### config.mk
export PLATFORM = sky130hd
export DESIGN_NAME = demux_rr_scheduler
export DESIGN_NICKNAME = d
export VERILOG_FILES = /design/src/rtl/demux_rr_scheduler_pkg.sv /design/src/rtl/demux_rr_scheduler_rr_pick8.sv /design/src/rtl/demux_rr_scheduler.sv
export SDC_FILE = /design/constraint.sdc
export NUM_CORES = 1
export LEC_CHECK = 0
export CAP_MARGIN = 30
export CORE_MARGIN = 5
export CORE_UTILIZATION = 55
export CTS_CLUSTER_DIAMETER = 120
export DETAILED_ROUTE_END_ITERATION = 12
export PLACE_DENSITY = 0.86
export SLEW_MARGIN = 20
export SYNTH_ARGS = -nofsm -noshare
export SYNTH_HDL_FRONTEND = slang
export SYNTH_SLANG_ARGS = --single-unit
### constraint.sdc
create_clock -name clk -period 6.6 [get_ports clk]
set_input_delay 0.99 -clock clk [delete_from_list [all_inputs] [get_ports clk]]
set_output_delay 0.99 -clock clk [all_outputs]
set_load 0.01 [all_outputs]
### src/rtl/demux_rr_scheduler_pkg.sv
// Shared constants, state encoding and helpers for the round-robin demux scheduler.
package demux_rr_scheduler_pkg;

  localparam int unsigned NCH             = 8;
  localparam int unsigned SELW            = 3;
  localparam int unsigned DEFAULT_WIDTH   = 8;
  localparam int unsigned DEFAULT_TIMEOUT = 16;
  localparam logic [7:0]  DROP_MAX        = 8'hFF;

  typedef enum logic [0:0] {
    StIdle = 1'b0,
    StHold = 1'b1
  } state_e;

  function automatic logic [NCH-1:0] onehot(input logic [SELW-1:0] idx);
    return NCH'(1) << idx;
  endfunction

endpackage

### src/rtl/demux_rr_scheduler_rr_pick8.sv
// Combinational round-robin finder: first enabled channel after i_last_grant, wrapping 7->0.
module rr_pick8
  import demux_rr_scheduler_pkg::*;
(
  input  logic [NCH-1:0]  i_en_mask,
  input  logic [SELW-1:0] i_last_grant,
  output logic [SELW-1:0] o_index,
  output logic            o_any
);

  logic [SELW-1:0] w_cand;
  logic            w_found;

  // last_grant itself is the final candidate (k == NCH wraps back onto it)
  always_comb begin
    w_cand  = '0;
    w_found = 1'b0;
    o_index = '0;
    for (int unsigned k = 1; k <= NCH; k++) begin
      w_cand = i_last_grant + SELW'(k);
      if (!w_found && i_en_mask[w_cand]) begin
        o_index = w_cand;
        w_found = 1'b1;
      end
    end
    o_any = w_found;
  end

endmodule

### src/rtl/demux_rr_scheduler.sv
// Single-word holding scheduler feeding a 1x8 demux; destinations picked round-robin over
// enabled channels, held words dropped after TIMEOUT cycles without delivery.
module demux_rr_scheduler
  import demux_rr_scheduler_pkg::*;
#(
  parameter int unsigned WIDTH   = DEFAULT_WIDTH,
  parameter int unsigned TIMEOUT = DEFAULT_TIMEOUT
) (
  input  logic             clk,
  input  logic             rst,
  input  logic             in_valid,
  input  logic [WIDTH-1:0] in_data,
  output logic             in_ready,
  input  logic [NCH-1:0]   en_mask,
  input  logic [NCH-1:0]   out_ready,
  output logic [NCH-1:0]   out_valid,
  output logic [WIDTH-1:0] out_data,
  output logic [SELW-1:0]  select,
  output logic [7:0]       drop_cnt
);

  localparam logic [7:0] WaitLast = 8'(TIMEOUT - 1);

  state_e           r_state, w_state_d;
  logic [WIDTH-1:0] r_data, w_data_d;
  logic [SELW-1:0]  r_sel, w_sel_d;
  logic [SELW-1:0]  r_last, w_last_d;
  logic [7:0]       r_wait, w_wait_d;
  logic [7:0]       r_drop, w_drop_d;

  logic             w_hold;
  logic             w_fire;
  logic             w_expire;
  logic             w_accept;
  logic [SELW-1:0]  w_pick_idx;
  logic             w_pick_any;

  rr_pick8 u_rr_pick8 (
    .i_en_mask    (en_mask),
    .i_last_grant (r_last),
    .o_index      (w_pick_idx),
    .o_any        (w_pick_any)
  );

  assign w_hold   = (r_state == StHold);
  assign w_fire   = w_hold && out_ready[r_sel];
  assign w_expire = w_hold && !w_fire && (r_wait == WaitLast);
  // a slot frees up in the same cycle the held word leaves, allowing 1 word/cycle
  assign in_ready = w_pick_any && (!w_hold || w_fire || w_expire);
  assign w_accept = in_valid && in_ready;

  assign out_valid = w_hold ? onehot(r_sel) : '0;
  assign out_data  = r_data;
  assign select    = r_sel;
  assign drop_cnt  = r_drop;

  always_comb begin
    w_state_d = r_state;
    w_data_d  = r_data;
    w_sel_d   = r_sel;
    w_last_d  = r_last;
    w_wait_d  = r_wait;
    w_drop_d  = r_drop;

    if (w_expire && (r_drop != DROP_MAX)) begin
      w_drop_d = r_drop + 8'd1;
    end

    if (w_accept) begin
      w_state_d = StHold;
      w_data_d  = in_data;
      w_sel_d   = w_pick_idx;
      w_last_d  = w_pick_idx;
      w_wait_d  = '0;
    end else if (w_fire || w_expire) begin
      w_state_d = StIdle;
      w_wait_d  = '0;
    end else if (w_hold) begin
      w_wait_d  = r_wait + 8'd1;
    end
  end

  // last grant resets to 7 so the first word after reset goes to the lowest enabled channel
  always_ff @(posedge clk or posedge rst) begin
    if (rst) begin
      r_state <= StIdle;
      r_data  <= '0;
      r_sel   <= '0;
      r_last  <= SELW'(NCH - 1);
      r_wait  <= '0;
      r_drop  <= '0;
    end else begin
      r_state <= w_state_d;
      r_data  <= w_data_d;
      r_sel   <= w_sel_d;
      r_last  <= w_last_d;
      r_wait  <= w_wait_d;
      r_drop  <= w_drop_d;
    end
  end

endmodule

==> flow_summary.toml, run 1 <==
[worst_setup_path]
r2r_setup_slack_ns = 2.41
cp_slowest_cell = "dfstp_2"
cp_max_fo = 16
crit_required_ns = 5.61
critPathMaxStageDelay_ns = 0.79
cp_data_arrival_time_ns = 3.99
cp_cell_sequence = "inv_1 -> ha_1 -> inv_1 -> mux4_2 -> nor4b_1 -> nand3_1 -> o21a_1 -> clkdlybuf4s50_1"
cp_common_cell = "inv_1"
worstSetupPathType = "flip-flop to output port"
critPathCaptureType = "output port"
cp-start-kind = "flip-flop"

[detailed_routing]
dr_total_vias = 2141
drtAntennaViolNets = 0
vias_per_cell = 6.28
drt-total-wl_um = 5970
post_drt_wl_per_cell_um = 17.5
drtIter0Drc = 127
drc = 0
dr.pass1.iters = 4

[floorplan]
pin_count = 55
die_area_um2 = 5930
die_h_um = 77.0
die_x_um = 77.0
core_um2 = 4350
start_util_pct = 56.7
std_cell_rows = 24

[clocking]
cts_hold_buf = 0
cts_tree = "yes"
cts_buffer_depth = 2
cts-resized-gates = 0
numCtsBuffers = 5
clk_latency_ns = 0.28
cts_sinks = 31
clkTransAtPathRegs_ns = 0.06
cts_setup_buffers = 0
cts_htree_levels = 2
cts-root-buf = "clkbuf_8"

[power]
p_total_mw = 1.57
ir_drop_mv = 0.368
p_per_area_nw_per_um2 = 503
p_leak_nw = 1.29

[final_layout]
fill_cells = 300
final_area_um2 = 3130
final_nets = 319
fin_cells = 341
utilization_pct = 71.9
drive_gt1_share_pct = 14.5
area.growth.synth_to_final_pct = 26.8
layout_commonest_cell = "clkdlybuf4s50_1"
final_cell_mix = "clkdlybuf4s50_1 (54), dfrtp_1 (28), nand2_1 (18)"
antenna_cells = 0

[sta]
finalWorstSetupSlack_ns = 1.62
hold_slack_ns = 0.494
worstMarginPinSlew_ns = 0.819
hold_viol_final = 0
min_period_ns = 4.98
tns_ns = 0
drv_slew = 0
slew_headroom_pct = 45.3
setup_violations = 0
skew_ns = 0.00345
rsz0062_at_grt = "no"
fin_crit_sh_pct = 75.4
max_freq_ghz = 0.201

[global_route]
globalRouteOverflowTotal = 0
first_global_vias = 2151
grt_use_total_pct = 20.4
antenna_found_initial = 0
grt_max_degree = 32
grt_pass1_wl_um = 10100

[placed_design]
gp_congestion = 0.862
post-place-ws_ns = 1.77
dp_hpwl_um = 4470
placed_cell_area_um2 = 3010
dp_cells = 333
io_buffers = 54

[synth]
synth_warnings = 0
synth_flop_cell = "dfrtp_1"
synthCells = 239
syn_nets = 270
syn_area_um2 = 2470
synth_edf_count = 0
yosysSeqAreaShare_pct = 31.6
syn_avg_cell_area_um2 = 10.3
ys_seq_elements = 31
synthArstFlopShare_pct = 100
netlist-cell-type-count = 61

[worst_hold_path]
hold_class = "flip-flop to flip-flop"

[job]
drv_cap = 0

[run_status]
status = "finished clean"
## path summary, 6_finish.rpt
path                              from          end  cells past startpoint
setup / recovery             r_last[0]     in_ready                      8
hold / removal             out_data[6]  out_data[6]                      1
setup reg to reg             r_last[0]    r_wait[6]                      8
hold reg to reg            out_data[6]  out_data[6]                      1
max in group asynchronous          rst    r_last[2]                      3
min in group asynchronous          rst  out_data[3]                      3
## report_power, final
part	total [mW]	switching, mW	internal (mW)
combinational	1.02	0.524	0.497
sequential	0.359	0.104	0.255
clock	0.193	0.0707	0.122
total	1.57	0.699	0.874
## kinds of logic after synthesis
group                      count (synthesis)  share of synthesized area [%]
and+or+nand+nor                           72                           14.9
AOI/OAI and AO/OA                         54                           17.7
muxes                                     43                           24.9
DFF                                       31                           31.6
buffers and inverters                     22                           4.16
xor gates and xnor gates                  13                           4.61
adders and majority gates                  4                           2.03
## synth_stat cells, drive strengths merged (3+ instances only)
master  instances  area [µm²]
a21oi           7        35.0
xnor2           9        78.8
nor3            6        30.0
and2            4        25.0
nand2b          4        25.0
buf             9        53.8
nand2          18        67.6
nor2b           3        18.8
a31oi           4        25.0
mux2           18         203
clkbuf          4        15.0
a21o            3        22.5
nor2           12        45.0
nand4           4        25.0
xor2            4        35.0
dfrtp          28         701
o21ai           4        20.0
nand3           9        45.0
and3            6        37.5
a221oi          3        26.3
a211oi          3        22.5
mux2i          12         120
mux4           13         293
ha              4        50.1
dfstp           3        78.8
o21a            3        22.5
inv             8        30.0
## state kept, by name (all words and copies together) (netlist names)
register / flops
select: 3
r_state: 1
out_data: 8
drop_cnt: 8
r_last: 3
r_wait: 8
## per-layer routing
metal  part of all wire [%]  global-route usage [%]  vias up
met1                     41                    25.2     1036
met2                     51                    35.1       68
li1                       -                       -     1020
met5                      0                       0        -
met3                    5.6                    4.92       17
met4                    2.4                    6.19        0
## worst max-delay path, delay by kind of cell (launching register included)
| family | cells | cell delay [ns] |
|---|---|---|
| AO/OA/AOI/OAI | 1 | 0.23 |
| adder cells (fa/ha/maj) | 1 | 0.47 |
| multiplexers | 1 | 0.59 |
| flip-flops | 1 | 0.79 |
| AND/OR/NAND/NOR | 2 | 0.82 |
| buffers and inverters | 3 | 0.81 |
## cell type report
class | count | area (µm²) | area share (%)
repair buffers | 55 | 548 | 17.5
clock buffers | 6 | 82.6 | 2.64
well taps | 52 | 65.1 | 2.08
clock inverters | 2 | 35.0 | 1.12
flip-flops and latches | 31 | 779 | 24.9
multi-input cells | 186 | 1590 | 50.7
inverters | 9 | 33.8 | 1.08
No activity file was read; power rests on OpenSTA's default activity.
==> inputs of run 2 (changes only) <==
- CORE_UTILIZATION: 55 -> 46
- PLACE_DENSITY: 0.86 -> 0.77
- clock period: 6.6 -> 4.2 ns (I/O delays scaled with it)
==> run 2 against run 1 <==
Sequential power is 42% higher. Core utilization is 10 points lower. Die area is 17% higher. Hold slack worse by 0.0031 ns. Worst setup slack worse by 1.4 ns.
==> flow_summary.toml, run 2 (synthesized netlist as in run 1, its figures left out) <==
[worst_setup_path]
r2r_start = "r_last[0]"
critPathTopFamily = "buffers and inverters"
critPathCaptureType = "output port"
critPathBufInv = 3
critPathMaxStageDelay_ns = 0.60
cp_max_fo = 8
r2r_cells = 9
crit_required_ns = 3.57
r2r_setup_slack_ns = 0.62
cp_data_arrival_time_ns = 3.35
cp_cell_sequence = "inv_1 -> ha_1 -> inv_1 -> mux4_2 -> nor4b_2 -> nand3_1 -> o21a_1 -> clkdlybuf4s50_1"
worstSetupPathType = "flip-flop to output port"
cp-start-kind = "flip-flop"
r2r-end = "r_wait[6]"
cp_slowest_cell = "mux4_2"
cp_common_cell = "inv_1"

[detailed_routing]
dr_total_vias = 2204
vias_per_cell = 6.04
top_layer = "met4"
post_drt_wl_per_cell_um = 17.2
dr.pass1.iters = 4
drc = 0
drtAntennaViolNets = 0
drt-total-wl_um = 6270
wl_met3_um = 242
met2WireLength_um = 3150
wl_met1_um = 2780
drtIter0Drc = 152

[power]
p_per_area_nw_per_um2 = 768
p_total_mw = 2.44
ir_drop_mv = 0.439
p_leak_nw = 1.30

[global_route]
globalRouteOverflowTotal = 0
grt_max_degree = 21
first_global_vias = 2112
grt_use_total_pct = 18.7
antenna_found_initial = 0
grt_pass1_wl_um = 10600

[placed_design]
dp_hpwl_um = 4760
placed_cell_area_um2 = 3090
post-place-ws_ns = 0.233
dp_cells = 357
gp_congestion = 0.942
io_buffers = 54

[floorplan]
std_cell_rows = 26
die_area_um2 = 6930
die_x_um = 83.2
die_h_um = 83.2
core_um2 = 5170
start_util_pct = 47.7
pin_count = 55

[final_layout]
fin_cells = 365
antenna_cells = 0
area.growth.synth_to_final_pct = 28.7
final-seq-area_um2 = 779
final_cell_mix = "clkdlybuf4s50_1 (54), dfrtp_1 (28), nand2_1 (18)"
drive_gt1_share_pct = 15.9
final_nets = 325
multiInputGateArea_um2 = 1590
final_area_um2 = 3170
layout_commonest_cell = "clkdlybuf4s50_1"
fill_cells = 438

[sta]
fin_crit_sh_pct = 94.7
setup_violations = 0
rsz0062_at_grt = "no"
tns_ns = 0
finalWorstSetupSlack_ns = 0.221
hold_viol_final = 0
min_period_ns = 3.98
max_freq_ghz = 0.251
skew_ns = 0.00462
worstMarginPinSlew_ns = 0.680
slew_headroom_pct = 54.7
drv_slew = 0

[worst_hold_path]
hold_class = "flip-flop to flip-flop"
hp-start = "drop_cnt[5]"
worstHoldPathCells = 1
holdPathEnd = "drop_cnt[5]"

[job]
drv_cap = 0

[clocking]
cts_setup_buffers = 0
cts-root-buf = "clkbuf_8"
clkTransAtPathRegs_ns = 0.06
cts_hold_buf = 0
cts-resized-gates = 0
cts_htree_levels = 2
clk_latency_ns = 0.28
numCtsBuffers = 5
cts_buffer_depth = 2
cts_sinks = 31
cts_tree = "yes"

[run_status]
status = "finished clean"
[run 2: changes by cell type in the layout (fill, tap and decap cells not counted)]
cell,before,now
buf_8,0,1
clkbuf_8,6,5
nor4b_1,1,0
nor4b_2,0,1
clkbuf_1,0,2
bufinv_16,1,0
buf_4,1,6
[run 2: metrics by stage]
stage	util, %	hold slack [ns]
floorplan	-	0.457
global placement	59.4	0.476
detailed placement	59.7	0.484
CTS	61.2	0.496
global route	61.4	0.516
finish	61.4	0.491
[run 2: where the power goes]
group          switching [mW]  total [mW]  leakage (nW)  internal [mW]
Sequential              0.109       0.508         0.392          0.399
Combinational           0.892        1.70         0.868          0.810
Clock                   0.113       0.229        0.0422          0.116
Total                    1.11        2.44          1.30           1.33
[run 2: worst reg2reg max path, delay by kind of cell (launching register included)]
kind / cells / cell delay [ns]
AOI/OAI and AO/OA: 2 / 0.44
adders and majority gates: 1 / 0.46
buffers and inverters: 3 / 0.53
DFF: 1 / 0.53
muxes: 1 / 0.60
and+or+nand+nor: 2 / 0.97
[run 2: layer usage]
metal	GRT usage (%)	vias to the layer above
li1	-	1024
met1	25.7	1117
met3	3.56	10
met2	29.2	53
met5	0	-
met4	6.39	0
[run 2: how the worst max path moves through the flow]
stage | startpoint | to | depth (start not counted) | slack (ns)
floorplan | r_last[1] | out_data[0] | 12 | 0.31
global placement | en_mask[2] | in_ready | 7 | 0.28
detailed placement | en_mask[3] | in_ready | 7 | 0.23
CTS | r_last[0] | in_ready | 8 | 0.14
global route | r_last[0] | in_ready | 8 | 0.06
finish | r_last[0] | in_ready | 8 | 0.22
[run 2: area by class of cell]
| type | instances | share of cell area (%) |
|---|---|---|
| multi-input cells | 186 | 50.1 |
| flip-flops and latches | 31 | 24.6 |
| repair buffers | 61 | 18.9 |
| well taps | 70 | 2.76 |
| clock buffers | 7 | 2.40 |
| inverters | 9 | 1.06 |
| clock inverters | 1 | 0.158 |
==> inputs of run 3 (changes only) <==
==> constraint.sdc (replaced) <==
create_clock -name clk -period 4.2 [get_ports clk]
set_input_delay 0.84 -clock clk [delete_from_list [all_inputs] [get_ports clk]]
set_output_delay 0.84 -clock clk [all_outputs]
set_load 0.01 [all_outputs]
==> run 3 against run 2 <==
Routed wire length is 1.3% higher. Highest routed layer unchanged. Global-route usage is 0.56 points lower. Register-to-register slack worse by 0.10 ns. Fmax is 3.3% lower.
==> flow_summary.toml, run 3 (synthesized netlist as in run 1, its figures left out) <==
[detailed_routing]
drtIter0Drc = 155
vias_per_cell = 5.87
dr.pass1.iters = 4
dr_total_vias = 2244
post_drt_wl_per_cell_um = 16.6
drtAntennaViolNets = 0
drt-total-wl_um = 6350
drc = 0

[final_layout]
final_cell_mix = "clkdlybuf4s50_1 (51), dfrtp_1 (28), buf_4 (23)"
layout_commonest_cell = "clkdlybuf4s50_1"
area.growth.synth_to_final_pct = 34.6
final-seq-area_um2 = 779
multiInputGateArea_um2 = 1600
final_nets = 342
antenna_cells = 0
drive_gt1_share_pct = 20.5
fill_cells = 409

[floorplan]
pin_count = 55
start_util_pct = 47.7
core_um2 = 5170
std_cell_rows = 26
die_h_um = 83.2
die_area_um2 = 6930
die_x_um = 83.2

[sta]
max_freq_ghz = 0.243
finalWorstSetupSlack_ns = 0.0851
min_period_ns = 4.11
worstMarginPinSlew_ns = 0.651
drv_slew = 0
hold_slack_ns = 0.489
rsz0062_at_grt = "no"
skew_ns = 0.00695
setup_violations = 0
fin_crit_sh_pct = 98.0
hold_viol_final = 0
slew_headroom_pct = 56.6

[clocking]
cts-root-buf = "clkbuf_8"
clkTransAtPathRegs_ns = 0.06
numCtsBuffers = 5
cts_sinks = 31
cts_htree_levels = 2
cts_tree = "yes"
cts_buffer_depth = 2
clk_latency_ns = 0.27

[worst_setup_path]
critPathCaptureType = "output port"
cp_common_cell = "clkdlybuf4s50_1"
worstSetupPathType = "input port to output port"
cp-start-kind = "input port"
cp_max_fo = 6
cp_slowest_cell = "clkdlybuf4s50_1"
critPathMaxStageDelay_ns = 0.51
cp_data_arrival_time_ns = 3.27
crit_required_ns = 3.36
cp_cell_sequence = "clkdlybuf4s50_1 -> mux4_2 -> mux2_2 -> nor4b_4 -> nand3_1 -> o21a_1 -> clkdlybuf4s50_1"

[power]
p_leak_nw = 1.41
ir_drop_mv = 0.433
p_per_area_nw_per_um2 = 782

[global_route]
globalRouteOverflowTotal = 0
first_global_vias = 2242
antenna_found_initial = 0
grt_pass1_wl_um = 10600
grt_max_degree = 31
grt_use_total_pct = 18.1

[placed_design]
dp_hpwl_um = 4950
gp_congestion = 0.966
io_buffers = 54
post-place-ws_ns = -0.133

[run_status]
status = "finished clean"

[worst_hold_path]
hold_class = "flip-flop to flip-flop"

[job]
drv_cap = 0
-- run 3: through the flow --
stage / setup TNS, ns / area (µm²) / std cells / utilization, % / total power, mW
after floorplan: 0 / 2470 / 239 / - / 1.73
after global placement: -0.0298 / 3210 / 373 / 62.1 / 2.31
after detailed placement: -0.133 / 3210 / 373 / 62.1 / 2.34
after CTS: 0 / 3300 / 381 / 63.8 / 2.57
after global routing: 0 / 3320 / 382 / 64.2 / 2.79
final: 0 / 3320 / 382 / 64.2 / 2.60
-- run 3: worst paths after layout --
| path | endpoint | cells after the start | slack, ns | start |
|---|---|---|---|---|
| worst min-delay path | drop_cnt[5] | 1 | 0.49 | drop_cnt[5] |
| worst min register to register | drop_cnt[5] | 1 | 0.49 | drop_cnt[5] |
| worst max-delay path | in_ready | 7 | 0.09 | en_mask[1] |
| max in group asynchronous | r_last[1] | 3 | 2.67 | rst |
| worst max register to register | r_wait[6] | 10 | 0.52 | r_last[0] |
| min in group asynchronous | out_data[3] | 2 | 0.96 | rst |
-- run 3: repair_timing --
item / 4_1_cts / 5_1_grt
buffers inserted: 0 / 1
hold buffers: 0 / 0
cloned: 0 / 0
gates resized for setup: 1 / 4
setup endpoints to repair: 1 / 1
pin swaps: 0 / 1
-- run 3: critical path, delay by kind of cell --
kind / cells / cell delay, ns
buffers and inverters: 2 / 0.98
multiplexers: 2 / 0.82
AND/OR/NAND/NOR: 2 / 0.45
AO/OA/AOI/OAI: 1 / 0.19
-- run 3: area by class of cell --
type | instances | share of cell area (%)
sequential | 31 | 23.5
tap | 70 | 2.64
inverter | 9 | 1.02
multi-input combinational | 186 | 48.2
timing repair buffer | 78 | 22.3
clock buffer | 8 | 2.41
-- run 3: per-layer routing --
| layer | part of all wire, % | GRT usage [%] | wire [µm] |
|---|---|---|---|
| met1 | 43 | 23.1 | 2750 |
| met2 | 51 | 31.2 | 3230 |
| met3 | 4.2 | 3.47 | 265 |
| met4 | 1.7 | 4.90 | 107 |
| met5 | 0 | 0 | 0 |
-- run 3: where the power goes --
group | internal [mW] | leakage (nW) | switching (mW)
logic | 0.945 | 0.982 | 0.936
registers | 0.400 | 0.392 | 0.102
clock network | 0.117 | 0.0395 | 0.0987
